--- src/rtl/cv32e40p_lsu_if.sv ---
// OBI data-bus bundle between the load/store unit and the data memory.
interface cv32e40p_lsu_if;
    logic        data_req_o;
    logic        data_gnt_i;
    logic        data_rvalid_i;
    logic [31:0] data_addr_o;
    logic        data_we_o;
    logic [3:0]  data_be_o;
    logic [31:0] data_wdata_o;
    logic [31:0] data_rdata_i;
    logic [5:0]  data_atop_o;

    // LSU side issues requests and consumes responses.
    modport master (
        output data_req_o, data_addr_o, data_we_o, data_be_o, data_wdata_o, data_atop_o,
        input  data_gnt_i, data_rvalid_i, data_rdata_i
    );

    // Memory side grants requests and returns responses.
    modport slave (
        input  data_req_o, data_addr_o, data_we_o, data_be_o, data_wdata_o, data_atop_o,
        output data_gnt_i, data_rvalid_i, data_rdata_i
    );
endinterface

--- src/rtl/cv32e40p_lsu.sv ---
// Load/store unit: address generation, byte enables, store-data rotation, outstanding
// transaction tracking and load-data alignment/extension between EX and the OBI bus.
module cv32e40p_lsu #(
    parameter int unsigned DEPTH = 2
) (
    input  logic                  clk,
    input  logic                  rst_n,
    cv32e40p_lsu_if.master        obi,
    input  logic                  data_we_ex_i,
    input  logic [1:0]            data_type_ex_i,
    input  logic [31:0]           data_wdata_ex_i,
    input  logic [1:0]            data_reg_offset_ex_i,
    input  logic                  data_load_event_ex_i,
    input  logic [1:0]            data_sign_ext_ex_i,
    output logic [31:0]           data_rdata_ex_o,
    input  logic                  data_req_ex_i,
    input  logic [31:0]           operand_a_ex_i,
    input  logic [31:0]           operand_b_ex_i,
    input  logic                  addr_useincr_ex_i,
    input  logic                  data_misaligned_ex_i,
    input  logic [5:0]            data_atop_ex_i,
    output logic                  data_misaligned_o,
    output logic                  p_elw_start_o,
    output logic                  p_elw_finish_o,
    output logic                  lsu_ready_ex_o,
    output logic                  lsu_ready_wb_o,
    output logic                  busy_o
);

    localparam logic [1:0] MaxCnt = 2'(DEPTH);

    logic [31:0] addr;
    logic [1:0]  off;
    logic        req;
    logic        issue;
    logic        resp;
    logic [1:0]  cnt_q, cnt_d;
    logic [3:0]  be;
    logic [31:0] wdata;

    logic        we_q;
    logic [1:0]  type_q;
    logic [1:0]  rdata_offset_q;
    logic [1:0]  sign_ext_q;
    logic        load_event_q;
    logic [31:0] rdata_q;
    logic        ctrl_update;

    logic [31:0] rd;
    logic [31:0] word_val;
    logic [15:0] half_val;
    logic [7:0]  byte_val;

    assign addr  = addr_useincr_ex_i ? (operand_a_ex_i + operand_b_ex_i) : operand_a_ex_i;
    assign off   = addr[1:0];
    assign req   = data_req_ex_i && (cnt_q < MaxCnt);
    assign issue = req && obi.data_gnt_i;
    // A response with nothing outstanding (e.g. straggler after reset) is ignored.
    assign resp  = obi.data_rvalid_i && (cnt_q != 2'd0);
    assign rd    = obi.data_rdata_i;

    assign obi.data_req_o   = req;
    assign obi.data_addr_o  = addr;
    assign obi.data_we_o    = data_we_ex_i;
    assign obi.data_be_o    = be;
    assign obi.data_wdata_o = wdata;
    assign obi.data_atop_o  = data_atop_ex_i;

    // Byte enables: first transfer covers off..3, the split second transfer the spill-over.
    always_comb begin
        be = 4'b0000;
        case (data_type_ex_i)
            2'b00: begin
                if (data_misaligned_ex_i) begin
                    case (off)
                        2'd1:    be = 4'b0001;
                        2'd2:    be = 4'b0011;
                        2'd3:    be = 4'b0111;
                        default: be = 4'b0000;
                    endcase
                end else begin
                    case (off)
                        2'd0:    be = 4'b1111;
                        2'd1:    be = 4'b1110;
                        2'd2:    be = 4'b1100;
                        default: be = 4'b1000;
                    endcase
                end
            end
            2'b01: begin
                if (data_misaligned_ex_i) begin
                    be = 4'b0001;
                end else begin
                    case (off)
                        2'd0:    be = 4'b0011;
                        2'd1:    be = 4'b0110;
                        2'd2:    be = 4'b1100;
                        default: be = 4'b1000;
                    endcase
                end
            end
            default: be = 4'b0001 << off;
        endcase
    end

    // Store data rotated left by whole bytes so each byte lands on its lane.
    always_comb begin
        case (data_reg_offset_ex_i)
            2'd0:    wdata = data_wdata_ex_i;
            2'd1:    wdata = {data_wdata_ex_i[23:0], data_wdata_ex_i[31:24]};
            2'd2:    wdata = {data_wdata_ex_i[15:0], data_wdata_ex_i[31:16]};
            default: wdata = {data_wdata_ex_i[7:0], data_wdata_ex_i[31:8]};
        endcase
    end

    assign data_misaligned_o = data_req_ex_i && !data_misaligned_ex_i &&
                               (((data_type_ex_i == 2'b00) && (off != 2'd0)) ||
                                ((data_type_ex_i == 2'b01) && (off == 2'd3)));

    // Outstanding-transaction count next state.
    always_comb begin
        cnt_d = cnt_q;
        case ({issue, resp})
            2'b10:   cnt_d = cnt_q + 2'd1;
            2'b01:   cnt_d = cnt_q - 2'd1;
            default: cnt_d = cnt_q;
        endcase
    end

    // EX may only advance once the bus has room for its transaction to be tracked.
    always_comb begin
        lsu_ready_ex_o = 1'b1;
        if (data_req_ex_i) begin
            case (cnt_q)
                2'd0:    lsu_ready_ex_o = req && obi.data_gnt_i;
                2'd1:    lsu_ready_ex_o = obi.data_rvalid_i && req && obi.data_gnt_i;
                2'd2:    lsu_ready_ex_o = obi.data_rvalid_i;
                default: lsu_ready_ex_o = 1'b0;
            endcase
        end
    end

    assign lsu_ready_wb_o = (cnt_q == 2'd0) ? 1'b1 : obi.data_rvalid_i;
    assign busy_o         = (cnt_q != 2'd0) || req;
    assign ctrl_update    = data_req_ex_i && lsu_ready_ex_o;

    // Counter and per-transaction control captured for the returning response.
    always_ff @(posedge clk or negedge rst_n) begin
        if (!rst_n) begin
            cnt_q          <= 2'd0;
            we_q           <= 1'b0;
            type_q         <= 2'b00;
            rdata_offset_q <= 2'd0;
            sign_ext_q     <= 2'b00;
            load_event_q   <= 1'b0;
            rdata_q        <= 32'h0;
        end else begin
            cnt_q <= cnt_d;
            if (ctrl_update) begin
                we_q           <= data_we_ex_i;
                type_q         <= data_type_ex_i;
                rdata_offset_q <= off;
                sign_ext_q     <= data_sign_ext_ex_i;
                load_event_q   <= data_load_event_ex_i;
            end
            // Keeps the first half of a split load for merging with the second.
            if (obi.data_rvalid_i && !we_q) begin
                rdata_q <= obi.data_rdata_i;
            end
        end
    end

    // Align the returned word; split accesses take their low bytes from rdata_q.
    always_comb begin
        case (rdata_offset_q)
            2'd0: begin
                word_val = rd;
                half_val = rd[15:0];
                byte_val = rd[7:0];
            end
            2'd1: begin
                word_val = {rd[7:0], rdata_q[31:8]};
                half_val = rd[23:8];
                byte_val = rd[15:8];
            end
            2'd2: begin
                word_val = {rd[15:0], rdata_q[31:16]};
                half_val = rd[31:16];
                byte_val = rd[23:16];
            end
            default: begin
                word_val = {rd[23:0], rdata_q[31:24]};
                half_val = {rd[7:0], rdata_q[31:24]};
                byte_val = rd[31:24];
            end
        endcase
    end

    // Extend half/byte results: 01 sign, 10 ones, otherwise zero.
    always_comb begin
        case (type_q)
            2'b00: data_rdata_ex_o = word_val;
            2'b01: begin
                case (sign_ext_q)
                    2'b01:   data_rdata_ex_o = {{16{half_val[15]}}, half_val};
                    2'b10:   data_rdata_ex_o = {16'hFFFF, half_val};
                    default: data_rdata_ex_o = {16'h0000, half_val};
                endcase
            end
            default: begin
                case (sign_ext_q)
                    2'b01:   data_rdata_ex_o = {{24{byte_val[7]}}, byte_val};
                    2'b10:   data_rdata_ex_o = {24'hFFFFFF, byte_val};
                    default: data_rdata_ex_o = {24'h000000, byte_val};
                endcase
            end
        endcase
    end

    assign p_elw_start_o  = req && data_load_event_ex_i;
    assign p_elw_finish_o = obi.data_rvalid_i && load_event_q && !we_q;

endmodule

--- src/flat_wrapper.sv ---
// flat-port wrapper written by rule: the top's interface ports become plain ports
module cv32e40p_lsu_flat 
#(
    parameter int unsigned DEPTH = 2
)
  (clk, rst_n, data_we_ex_i, data_type_ex_i, data_wdata_ex_i, data_reg_offset_ex_i, data_load_event_ex_i, data_sign_ext_ex_i, data_rdata_ex_o, data_req_ex_i, operand_a_ex_i, operand_b_ex_i, addr_useincr_ex_i, data_misaligned_ex_i, data_atop_ex_i, data_misaligned_o, p_elw_start_o, p_elw_finish_o, lsu_ready_ex_o, lsu_ready_wb_o, busy_o, obi_data_req_o, obi_data_addr_o, obi_data_we_o, obi_data_be_o, obi_data_wdata_o, obi_data_atop_o, obi_data_gnt_i, obi_data_rvalid_i, obi_data_rdata_i);
  cv32e40p_lsu_if obi_i ();
  input  logic clk;
  input  logic rst_n;
  input  logic data_we_ex_i;
  input  logic [1:0] data_type_ex_i;
  input  logic [31:0] data_wdata_ex_i;
  input  logic [1:0] data_reg_offset_ex_i;
  input  logic data_load_event_ex_i;
  input  logic [1:0] data_sign_ext_ex_i;
  output logic [31:0] data_rdata_ex_o;
  input  logic data_req_ex_i;
  input  logic [31:0] operand_a_ex_i;
  input  logic [31:0] operand_b_ex_i;
  input  logic addr_useincr_ex_i;
  input  logic data_misaligned_ex_i;
  input  logic [5:0] data_atop_ex_i;
  output logic data_misaligned_o;
  output logic p_elw_start_o;
  output logic p_elw_finish_o;
  output logic lsu_ready_ex_o;
  output logic lsu_ready_wb_o;
  output logic busy_o;
  output wire logic [$bits(obi_i.data_req_o)-1:0] obi_data_req_o;
  output wire logic [$bits(obi_i.data_addr_o)-1:0] obi_data_addr_o;
  output wire logic [$bits(obi_i.data_we_o)-1:0] obi_data_we_o;
  output wire logic [$bits(obi_i.data_be_o)-1:0] obi_data_be_o;
  output wire logic [$bits(obi_i.data_wdata_o)-1:0] obi_data_wdata_o;
  output wire logic [$bits(obi_i.data_atop_o)-1:0] obi_data_atop_o;
  input wire logic [$bits(obi_i.data_gnt_i)-1:0] obi_data_gnt_i;
  input wire logic [$bits(obi_i.data_rvalid_i)-1:0] obi_data_rvalid_i;
  input wire logic [$bits(obi_i.data_rdata_i)-1:0] obi_data_rdata_i;
  assign obi_data_req_o = obi_i.data_req_o;
  assign obi_data_addr_o = obi_i.data_addr_o;
  assign obi_data_we_o = obi_i.data_we_o;
  assign obi_data_be_o = obi_i.data_be_o;
  assign obi_data_wdata_o = obi_i.data_wdata_o;
  assign obi_data_atop_o = obi_i.data_atop_o;
  assign obi_i.data_gnt_i = obi_data_gnt_i;
  assign obi_i.data_rvalid_i = obi_data_rvalid_i;
  assign obi_i.data_rdata_i = obi_data_rdata_i;
  cv32e40p_lsu #(.DEPTH(DEPTH)) u_core (.clk(clk), .rst_n(rst_n), .obi(obi_i), .data_we_ex_i(data_we_ex_i), .data_type_ex_i(data_type_ex_i), .data_wdata_ex_i(data_wdata_ex_i), .data_reg_offset_ex_i(data_reg_offset_ex_i), .data_load_event_ex_i(data_load_event_ex_i), .data_sign_ext_ex_i(data_sign_ext_ex_i), .data_rdata_ex_o(data_rdata_ex_o), .data_req_ex_i(data_req_ex_i), .operand_a_ex_i(operand_a_ex_i), .operand_b_ex_i(operand_b_ex_i), .addr_useincr_ex_i(addr_useincr_ex_i), .data_misaligned_ex_i(data_misaligned_ex_i), .data_atop_ex_i(data_atop_ex_i), .data_misaligned_o(data_misaligned_o), .p_elw_start_o(p_elw_start_o), .p_elw_finish_o(p_elw_finish_o), .lsu_ready_ex_o(lsu_ready_ex_o), .lsu_ready_wb_o(lsu_ready_wb_o), .busy_o(busy_o));
endmodule
--- config.mk ---
export PLATFORM = sky130hd
export DESIGN_NAME = cv32e40p_lsu_flat
export DESIGN_NICKNAME = d
export VERILOG_FILES = /design/src/rtl/cv32e40p_lsu_if.sv /design/src/rtl/cv32e40p_lsu.sv /design/src/flat_wrapper.sv
export SDC_FILE = /design/constraint.sdc
export NUM_CORES = 1
export LEC_CHECK = 0
export CELL_PAD_IN_SITES_DETAIL_PLACEMENT = 1
export CELL_PAD_IN_SITES_GLOBAL_PLACEMENT = 1
export CORE_ASPECT_RATIO = 1.4
export CORE_MARGIN = 2
export CORE_UTILIZATION = 30
export DETAILED_ROUTE_END_ITERATION = 7
export GPL_TIMING_DRIVEN = 0
export HOLD_SLACK_MARGIN = 0.12
export PLACE_DENSITY_LB_ADDON = 0.1
export SYNTH_ARGS = -nofsm -noshare
export SYNTH_HDL_FRONTEND = slang
export SYNTH_SLANG_ARGS = --single-unit
--- constraint.sdc ---
create_clock -name clk -period 4.2 [get_ports clk]
set_input_delay 0.63 -clock clk [delete_from_list [all_inputs] [get_ports clk]]
set_output_delay 0.63 -clock clk [all_outputs]
set_load 0.02 [all_outputs]
==> impl_metrics.csv <==
group,metric,value,unit
logic_synthesis,synth_ff_type,"dfrtp_1",
global_routing,grt_pass1_wl,38470,um
timing,worst_pin_slew,0.9533,ns
run,cap_violations,0,
critical_path,required,3.57,ns
floorplanning,coreArea,19840,um^2
critical_path,start_kind,"input port",
logic_synthesis,syn_area,6045,um^2
floorplanning,dieWidth,124.0,um
logic_synthesis,yosysWarnings,0,
power_and_ir_drop,leakagePower,3.734,nW
logic_synthesis,synth_area_leaders,"mux4_2 (18%), dfrtp_1 (14%), mux2_2 (9.7%)",
timing,fmax,0.2387,GHz
placement,gp_congestion,0.8797,
timing,setup_ws,0.01041,ns
global_routing,grt_max_degree,35,
clocking,cts_tree,"built",
floorplanning,die_area,21320,um^2
logic_synthesis,syn_area_per_cell,8.735,um^2
cells_and_area,drive_above_1_share,19.27,%
critical_path,path_cells,"clkdlybuf4s50_1, ha_2, a21oi_2, o21ai_0, a32oi_2, a31oi_2, a211o_1, a21oi_1, xnor2_1, mux2_2, dlygate4sd2_1",
logic_synthesis,syn_nets,886,
clocking,clock_latency,0.29,ns
cells_and_area,fill_cells,2352,
power_and_ir_drop,ir_worst_vdd,0.0002276,V
clocking,postCtsHoldBufs,0,
clocking,clk_path_buf_depth,2,
logic_synthesis,synth_cell_types,66,
floorplanning,initial_core_util,30.46,%
logic_synthesis,yosys_register_bits,34,
detailed_routing,ant_nets,0,
logic_synthesis,async_flop_share,100.0,%
placement,hpwl,20690,um
placement,pre_cts_ws,-0.6210,ns
timing,finalSetupViolCount,0,
logic_synthesis,ys_seq_area_share,14.08,%
detailed_routing,routed_via_density,5.688,
logic_synthesis,synth-edff-count,0,
worst_hold_path,min_path_type,"in -> async",
detailed_routing,routed_wl,25650,um
timing,rsz0062_at_grt,"yes",
power_and_ir_drop,powerDensity,524.9,nW/um^2
detailed_routing,wl_per_cell,21.25,um
placement,numPortBuffers,252,
global_routing,grt_pass1_vias,7049,
detailed_routing,drt_iter0_drc,530,
cells_and_area,final_area,9295,um^2
floorplanning,pin_count,263,
global_routing,grt_overflow,0,
timing,worst_clock_skew,0.007097,ns
timing,fin_crit,4.190,ns
floorplanning,die_y,172.0,um
timing,hold_viol_final,0,
timing,period_share,99.75,%
timing,setup_tns,0,ns
cells_and_area,finalNetCount,1148,
cells_and_area,synthToLayoutAreaGrowth,53.78,%
critical_path,crit_arrival,3.56,ns
logic_synthesis,netlist.top_cell.by_area,"mux4_2",
global_routing,antenna_found_initial,0,
clocking,htree_num_levels,2,
cells_and_area,antennaDiodeCount,0,
critical_path,crit_type,"in -> out",
global_routing,grtUsageTotal,23.23,%
critical_path,crit_fanout,5,
cells_and_area,final_core_util,46.84,%
clocking,cts-root-buf,"clkbuf_16",
floorplanning,core.rowCount,61,
timing,drv_slew,0,
critical_path,endpoint_kind,"output pin",
clocking,clk_pin_slew_worst_paths,0.06,ns
clocking,cts_made_buffers,5,
detailed_routing,drtPass1Iterations,5,
critical_path,cpPeakStageDelay,0.49,ns
run_status,status,"complete, no violations",
critical_path,crit_path_top_delay_cell,"clkdlybuf4s50_1",
cells_and_area,final_common_cell,"clkdlybuf4s50_1",
detailed_routing,drt_drc_violations_left,0,
detailed_routing,vias,6865,
cells_and_area,final_cell_mix,"clkdlybuf4s50_1 (228), nand2_1 (79), a21oi_1 (56)",
power_and_ir_drop,total_power,4.879,mW
timing,maxSlewHeadroom,36.45,%
placement,place_area,8877,um^2
clocking,clkSinkCount,34,
logic_synthesis,synth_top_area_share,17.88,%
logic_synthesis,syn_inst,692,
[path summary, 6_finish.rpt]
path | from | slack [ns] | endpoint | cells past startpoint
worst max-delay path | operand_a_ex_i[10] | 0.01 | obi_data_addr_o[29] | 11
worst min-delay path | rst_n | 0.43 | u_core.rdata_offset_q[0] | 1
worst max register to register | u_core.cnt_q[1] | 2.07 | u_core.sign_ext_q[0] | 7
worst min register to register | u_core.we_q | 0.50 | u_core.we_q | 1
max in group asynchronous | rst_n | 3.21 | u_core.rdata_q[12] | 1
min in group clk | u_core.we_q | 0.50 | u_core.we_q | 1
[area by class of cell]
| type | instances | area (um^2) | area share, % |
|---|---|---|---|
| Sequential cell | 34 | 850.8 | 9.153 |
| Clock buffer | 5 | 125.1 | 1.346 |
| Multi-Input combinational cell | 579 | 5082 | 54.68 |
| Buffer | 56 | 250.2 | 2.692 |
| Tap cell | 252 | 315.3 | 3.392 |
| Timing Repair Buffer | 258 | 2547 | 27.41 |
| Inverter | 20 | 78.83 | 0.8480 |
| Clock inverter | 3 | 45.04 | 0.4846 |
[metrics by stage]
stage          hold slack, ns  instances
5_1_grt                0.5135       1207
3_5_place_dp           0.4952       1196
4_1_cts                0.4822       1205
2_1_floorplan          0.3344        692
6_report               0.4348       1207
3_3_place_gp           0.4828       1196
[synth_stat cells, types with 3 or more instances]
cell type   n
o311ai_0    4
o21bai_1    3
mux2i_1    13
o21ai_0    47
a221oi_1    5
buf_4       7
a32oi_1     4
buf_2       8
nand3_1     8
o21a_1     12
nor2b_1     6
nand4_1     4
a221o_1     3
o22ai_1     3
a222oi_1    5
or2_2       3
o211ai_1    3
nor2_1     30
a31oi_1    11
nand3b_1    6
mux2_2     52
nand2_1    79
dfrtp_1    34
inv_1      19
clkbuf_1   42
a22oi_1     7
and3_1      8
a32o_1      4
xor2_1      6
ha_1       44
nand2b_1    4
nor3_1      9
mux4_2     48
and2_1      5
a21o_1     25
xnor2_1    21
a21oi_1    62
[sequential cells by signal (all words and copies together), names as in the netlist]
signal                 count
u_core.sign_ext_q          2
u_core.cnt_q               2
u_core.rdata_q            24
u_core.rdata_offset_q      2
u_core.we_q                1
u_core.load_event_q        1
u_core.type_q              2
[where the power goes]
part	internal, mW	leakage, nW	switching (mW)
Clock	0.280	0.0760	0.161
Combinational	1.75	3.26	2.09
Sequential	0.474	0.399	0.117
Total	2.51	3.73	2.37
[cells by family (layout without fill, tap and decap cells)]
kind of cell	count (synthesis)	after routing	synth area share, %
AO/OA/AOI/OAI	219	219	23.64
AND/OR/NAND/NOR	175	175	13.70
multiplexers	113	113	29.72
buffers and inverters	79	342	5.506
adder cells (fa/ha/maj)	45	45	9.439
flip-flops	34	34	14.08
XOR/XNOR	27	27	3.912
[metal layers]
layer,share of wire [%],vias to the layer above,track usage (%)
li1,-,3182,-
met1,37,3368,25.54
met2,55,253,44.51
met3,4.4,62,2.573
met4,3.9,0,9.331
met5,0,-,0
[timing repair]
| action | 4_1_cts | 5_1_grt |
|---|---|---|
| setup buffers | 3 | 3 |
| resized for setup | 56 | 42 |
| endpoints found under the setup margin | 34 | 42 |
| pin swaps | 4 | 6 |
[worst max-delay path: cells and delay by family]
kind	cells	cell delay, ns
mux	1	0.26
compound gates	6	1.44
fa+ha+maj	1	0.32
buf+inv	2	0.82
xor+xnor	1	0.09
Note: power is estimated with default switching activity, not from simulation.
